<file path="src/rtl/santim_ctl.sv">
// rtl/santim_ctl.sv - sanity-timer controller that arms, reloads and fires the santim BDCOK pulse generator
//
// Purpose:
//   Divides clock_i into timeout ticks (TICK_DIV cycles each) and counts down a
//   host-selected number of ticks. The host keeps the timer alive with kick_i.
//   When the countdown runs out, the generator's enable and generate inputs are
//   held high for GEN_HOLD cycles and a sticky expiry flag is raised.
//
// Ports:
//   clock_i       in   1  clock (2.5 MHz in the target system)
//   reset_i       in   1  synchronous reset, active-high
//   ena_i         in   1  sanity timer enable
//   sel_i         in   3  timeout select, sampled at arm and on each accepted kick
//   kick_i        in   1  single-cycle keep-alive, reloads the countdown
//   santim_ena_o  out  1  to santim ena_i
//   gen_o         out  1  to santim gen_i
//   expired_o     out  1  sticky expiry flag
//   busy_o        out  1  high in ARM, RUN and FIRE
module santim_ctl #(
    parameter int TICK_DIV = 625000,
    parameter int GEN_HOLD = 16
) (
    input  logic       clock_i,
    input  logic       reset_i,
    input  logic       ena_i,
    input  logic [2:0] sel_i,
    input  logic       kick_i,
    output logic       santim_ena_o,
    output logic       gen_o,
    output logic       expired_o,
    output logic       busy_o
);

    localparam int HW = $clog2(GEN_HOLD) + 1;
    localparam logic [19:0]   DIV_LAST  = 20'(TICK_DIV - 1);
    localparam logic [HW-1:0] HOLD_LAST = HW'(GEN_HOLD - 1);

    typedef enum logic [2:0] {
        S_IDLE,
        S_ARM,
        S_RUN,
        S_FIRE,
        S_DONE
    } state_t;

    state_t        r_state;
    state_t        w_next;
    logic [19:0]   r_presc;
    logic [13:0]   r_count;
    logic [HW-1:0] r_hold;
    logic          r_expired;

    logic [13:0]   w_sel_ticks;
    logic          w_tick;
    logic          w_kick;

    // Timeout in 0.25 s ticks: 0.25 s, 1 s, 4 s, 16 s, 1 min, 4 min, 16 min, 64 min.
    always_comb begin
        w_sel_ticks = 14'd1;
        case (sel_i)
            3'd1:    w_sel_ticks = 14'd4;
            3'd2:    w_sel_ticks = 14'd16;
            3'd3:    w_sel_ticks = 14'd64;
            3'd4:    w_sel_ticks = 14'd240;
            3'd5:    w_sel_ticks = 14'd960;
            3'd6:    w_sel_ticks = 14'd3840;
            3'd7:    w_sel_ticks = 14'd15360;
            default: w_sel_ticks = 14'd1;
        endcase
    end

    assign w_tick = (r_state == S_RUN) && (r_presc == DIV_LAST);
    // A kick only counts in RUN and only while enabled; dropping ena_i wins.
    assign w_kick = (r_state == S_RUN) && ena_i && kick_i;

    always_comb begin
        w_next       = r_state;
        santim_ena_o = 1'b0;
        gen_o        = 1'b0;
        busy_o       = 1'b0;
        case (r_state)
            S_IDLE: begin
                if (ena_i) begin
                    w_next = S_ARM;
                end
            end
            S_ARM: begin
                busy_o = 1'b1;
                w_next = S_RUN;
            end
            S_RUN: begin
                busy_o = 1'b1;
                if (!ena_i) begin
                    w_next = S_IDLE;
                end else if (!kick_i && w_tick && (r_count == 14'd1)) begin
                    // A kick on the final tick reloads instead of firing.
                    w_next = S_FIRE;
                end
            end
            S_FIRE: begin
                busy_o       = 1'b1;
                santim_ena_o = 1'b1;
                gen_o        = 1'b1;
                if (!ena_i) begin
                    w_next = S_IDLE;
                end else if (r_hold == HOLD_LAST) begin
                    w_next = S_DONE;
                end
            end
            S_DONE: begin
                if (!ena_i) begin
                    w_next = S_IDLE;
                end
            end
            default: w_next = S_IDLE;
        endcase
    end

    assign expired_o = r_expired;

    always_ff @(posedge clock_i) begin
        if (reset_i) begin
            r_state   <= S_IDLE;
            r_presc   <= 20'd0;
            r_count   <= 14'd0;
            r_hold    <= '0;
            r_expired <= 1'b0;
        end else begin
            r_state <= w_next;
            r_hold  <= '0;
            case (r_state)
                S_ARM: begin
                    r_count   <= w_sel_ticks;
                    r_presc   <= 20'd0;
                    r_expired <= 1'b0;
                end
                S_RUN: begin
                    if (w_kick) begin
                        r_count <= w_sel_ticks;
                        r_presc <= 20'd0;
                    end else if (ena_i) begin
                        r_presc <= w_tick ? 20'd0 : r_presc + 20'd1;
                        if (w_tick && (r_count != 14'd1)) begin
                            r_count <= r_count - 14'd1;
                        end
                    end
                    if (w_next == S_FIRE) begin
                        r_expired <= 1'b1;
                    end
                end
                S_FIRE: begin
                    r_hold <= r_hold + HW'(1);
                end
                default: begin
                end
            endcase
        end
    end

endmodule

</file>
<file path="config.mk">
export PLATFORM = sky130hd
export DESIGN_NAME = santim_ctl
export DESIGN_NICKNAME = d
export VERILOG_FILES = /design/src/rtl/santim_ctl.sv
export SDC_FILE = /design/constraint.sdc
export NUM_CORES = 1
export LEC_CHECK = 0
export BUFFER_PORTS_ARGS = -buffer_cell sky130_fd_sc_hd__buf_2
export CAP_MARGIN = 25
export CORE_UTILIZATION = 40
export CTS_CLUSTER_DIAMETER = 200
export CTS_CLUSTER_SIZE = 25
export DETAILED_ROUTE_END_ITERATION = 8
export SYNTH_ARGS = -nofsm -noshare
export SYNTH_HDL_FRONTEND = slang
export SYNTH_SLANG_ARGS = --single-unit
</file>
<file path="constraint.sdc">
create_clock -name clock_i -period 4.28 [get_ports clock_i]
set_input_delay 0.856 -clock clock_i [delete_from_list [all_inputs] [get_ports clock_i]]
set_output_delay 0.856 -clock clock_i [all_outputs]
set_load 0.03 [all_outputs]
</file>
==> impl_metrics.py <==
metrics = {
    "status": {
        "outcome": "finished, final reports clean",
    },
    "route": {
        "vias": 2027,
        "topRoutingLayerUsed": "met4",
        "wl_met1_mm": 2.64,
        "drtIter0Drc": 91,
        "drcViolationCount": 0,
        "dr.pass1.iters": 5,
        "drtAntennaViolNets": 0,
        "wl_mm": 5.12,
        "wl_met2_mm": 2.26,
        "dr_wl_met3_um": 152,
        "viasPerCell": 5.41,
        "wl_per_cell_um": 13.7,
    },
    "setup_path": {
        "cp_slowest_cell": "a21o_1",
        "path_cells": "nor3b_2, nand4b_1, nor4_4, nand2b_1, a21o_1, o211ai_1",
        "rrSetupSlack_ns": 1.74,
        "required_ns": 4.44,
        "arrival_ns": 2.69,
        "crit_path_end_kind": "flip-flop",
        "cpPeakStageDelay_ns": 0.61,
        "rr_startpoint": "r_state[1]$_SDFF_PP0_",
        "critPathLaunchType": "flip-flop",
        "critPathMaxFanout": 22,
        "r2r-end": "r_count[13]$_SDFFE_PP0P_",
        "worst-r2r-cell-count": 6,
        "critPathKind": "flip-flop to flip-flop",
    },
    "layout": {
        "area_growth_syn_to_layout_pct": 7.93,
        "final_cell_mix": "nor2_1 (43), dfxtp_1 (43), nand2_1 (22)",
        "final_cells": 375,
        "postLayoutCellArea_mm2": 0.00255,
        "num-nets-final": 315,
        "drive_above_1_share": 0.0726,
        "num_antenna_cells": 0,
    },
    "floorplan": {
        "core.rowCount": 27,
        "die-area_mm2": 0.00623,
        "core_region_area_mm2": 0.00561,
        "initial_utilization": 0.422,
        "pin_count": 11,
        "die_x_um": 78.9,
        "die_h_um": 78.9,
    },
    "pwr": {
        "ir_worst_vdd_mv": 0.187,
        "pwr-share-comb": 0.153,
        "powerDensity_mw_per_mm2": 339,
        "internal-power_uw": 629,
        "leakagePower_nw": 0.912,
        "p_sw_frac": 0.274,
        "p_switching_uw": 237,
        "clkPwrFrac": 0.358,
        "seqPwrFrac": 0.489,
    },
    "clock_network": {
        "cts_sinks": 43,
        "cts_tree": "built",
        "cts.clk_slew.worst_paths_ns": 0.08,
        "cts-resized-gates": 0,
        "clk-insertion-delay-late_ns": 0.30,
        "root_buffer": "clkbuf_8",
        "cts-hold-fix-buffers": 0,
        "htree_levels": 2,
        "clockBufferDepth": 2,
        "cts_buffers": 5,
        "cts_setup_buffers": 0,
    },
    "yosys": {
        "synth_area_per_cell_um2": 7.97,
        "syn_inst": 297,
        "synth_top_area_cell": "dfxtp_1",
        "ys_warn_count": 0,
        "synth_cell_types": 46,
        "netlist.area_leader.share": 0.364,
        "ys.flop_type": "dfxtp_1",
        "synth_area_mm2": 0.00237,
        "yosysSeqAreaShare": 0.364,
        "synth_nets": 309,
        "synth-edff-count": 0,
        "synthTopCellsByArea": "dfxtp_1 (36%), nor2_1 (6.8%), xnor2_1 (5.6%)",
        "synth-seq-cells": 43,
        "async_reset_ff_frac": 0,
    },
    "global_route": {
        "antenna_found_initial": 0,
        "grt_pass1_wl_mm": 8.90,
        "grt_pass1_vias": 1872,
        "grt_max_degree": 23,
        "overflow": 0,
        "track_usage": 0.180,
    },
    "placement": {
        "place_inst": 368,
        "place_congestion": 0.765,
        "place.port_buffers": 10,
        "place_hpwl_mm": 3.49,
        "dpl_cell_area_mm2": 0.00245,
    },
    "run": {
        "maxCapViolCount": 0,
    },
    "timing": {
        "final_max_slew_viol_count": 0,
        "timing.final.crit_share": 0.593,
        "setup_tns_ns": 0,
        "period_minus_slack_ns": 2.54,
        "hold_violations": 0,
        "skew_ns": 0.00389,
        "rsz0062_at_grt": "no",
        "worst_slew_pin_slew_ns": 1.00,
        "relSlewSlack": 0.332,
        "setup_violations": 0,
        "max_freq_ghz": 0.394,
    },
    "worst_hold_path": {
        "hold_start": "r_hold[0]$_SDFF_PP0_",
        "min_to": "r_hold[0]$_SDFF_PP0_",
        "min_path_type": "flip-flop to flip-flop",
        "hold_depth": 1,
    },
}
==> synth_stat cells (all sizes together), types with 3 or more instances <==
cell type / instances
nand3: 11
o211ai: 5
nor4b: 6
o21ai: 18
a21o: 3
xor2: 6
xnor2: 15
a21oi: 21
nor2: 43
nand2b: 8
nand4: 5
nor2b: 3
clkbuf: 6
nand3b: 5
ha: 5
buf: 6
nor3: 11
and2: 3
nand2: 22
inv: 11
and3: 14
dfxtp: 43
o31ai: 3
==> power groups by stage <==
stage | clock network [mW] | logic [mW] | registers [mW]
after floorplan | 0 | 0.102 | 0.429
after global placement | 0 | 0.131 | 0.432
after detailed placement | 0 | 0.131 | 0.432
after CTS | 0.320 | 0.132 | 0.423
after global routing | 0.334 | 0.148 | 0.425
final | 0.310 | 0.132 | 0.423
==> how the worst max path moves through the flow <==
stage | start | end | depth (start not counted)
final | r_state[1]$_SDFF_PP0_ | r_count[13]$_SDFFE_PP0P_ | 6
after global routing | r_presc[12]$_SDFFE_PP0P_ | r_count[13]$_SDFFE_PP0P_ | 6
after CTS | r_state[1]$_SDFF_PP0_ | r_count[12]$_SDFFE_PP0P_ | 6
after detailed placement | ena_i | r_count[7]$_SDFFE_PP0P_ | 6
after global placement | ena_i | r_count[2]$_SDFFE_PP0P_ | 6
after floorplan | ena_i | r_presc[7]$_SDFFE_PP0P_ | 5
==> critical path: cells and delay by family (launching register included) <==
family	cells	cell delay, ns
AO/OA/AOI/OAI	2	0.76
AND/OR/NAND/NOR	4	1.18
flip-flops	1	0.45
==> flip-flops by register name (all words and copies together), names as in the netlist <==
| signal | flops |
|---|---|
| r_presc | 20 |
| r_state | 3 |
| r_hold | 5 |
| expired_o | 1 |
| r_count | 14 |
==> layout make-up <==
class / instances / area [um2]
clock buffers: 6 / 72.6
clock inverters: 1 / 30.0
fillers: 589 / 3050
inverters: 11 / 41.3
multi-input cells: 231 / 1400
flip-flops and latches: 43 / 861
well taps: 72 / 90.1
repair buffers: 11 / 57.6
==> stage by stage <==
step | hold WS [ns] | utilization | setup WS [ns] | power [mW]
final | 0.451 | 0.455 | 1.74 | 0.865
after floorplan | 0.418 | - | 2.14 | 0.531
after detailed placement | 0.440 | 0.437 | 1.62 | 0.563
after CTS | 0.454 | 0.455 | 1.71 | 0.874
after global placement | 0.433 | 0.437 | 1.58 | 0.563
after global routing | 0.483 | 0.455 | 1.48 | 0.907
==> logic make-up (layout without fill, tap and decap cells) <==
family,Yosys count,count (layout),synth area share
AND/OR/NAND/NOR,142,142,0.322
AO/OA/AOI/OAI,61,61,0.158
flip-flops,43,43,0.364
buffers and inverters,23,29,0.0439
XOR/XNOR,21,21,0.0777
adder cells (fa/ha/maj),5,5,0.0264
multiplexers,2,2,0.00846
==> per-layer routing <==
layer,GRT usage,vias up
met5,0,-
li1,-,1057
met1,0.259,937
met2,0.268,27
met3,0.0322,6
met4,0.0618,0
(Power assumes the default switching activity.)
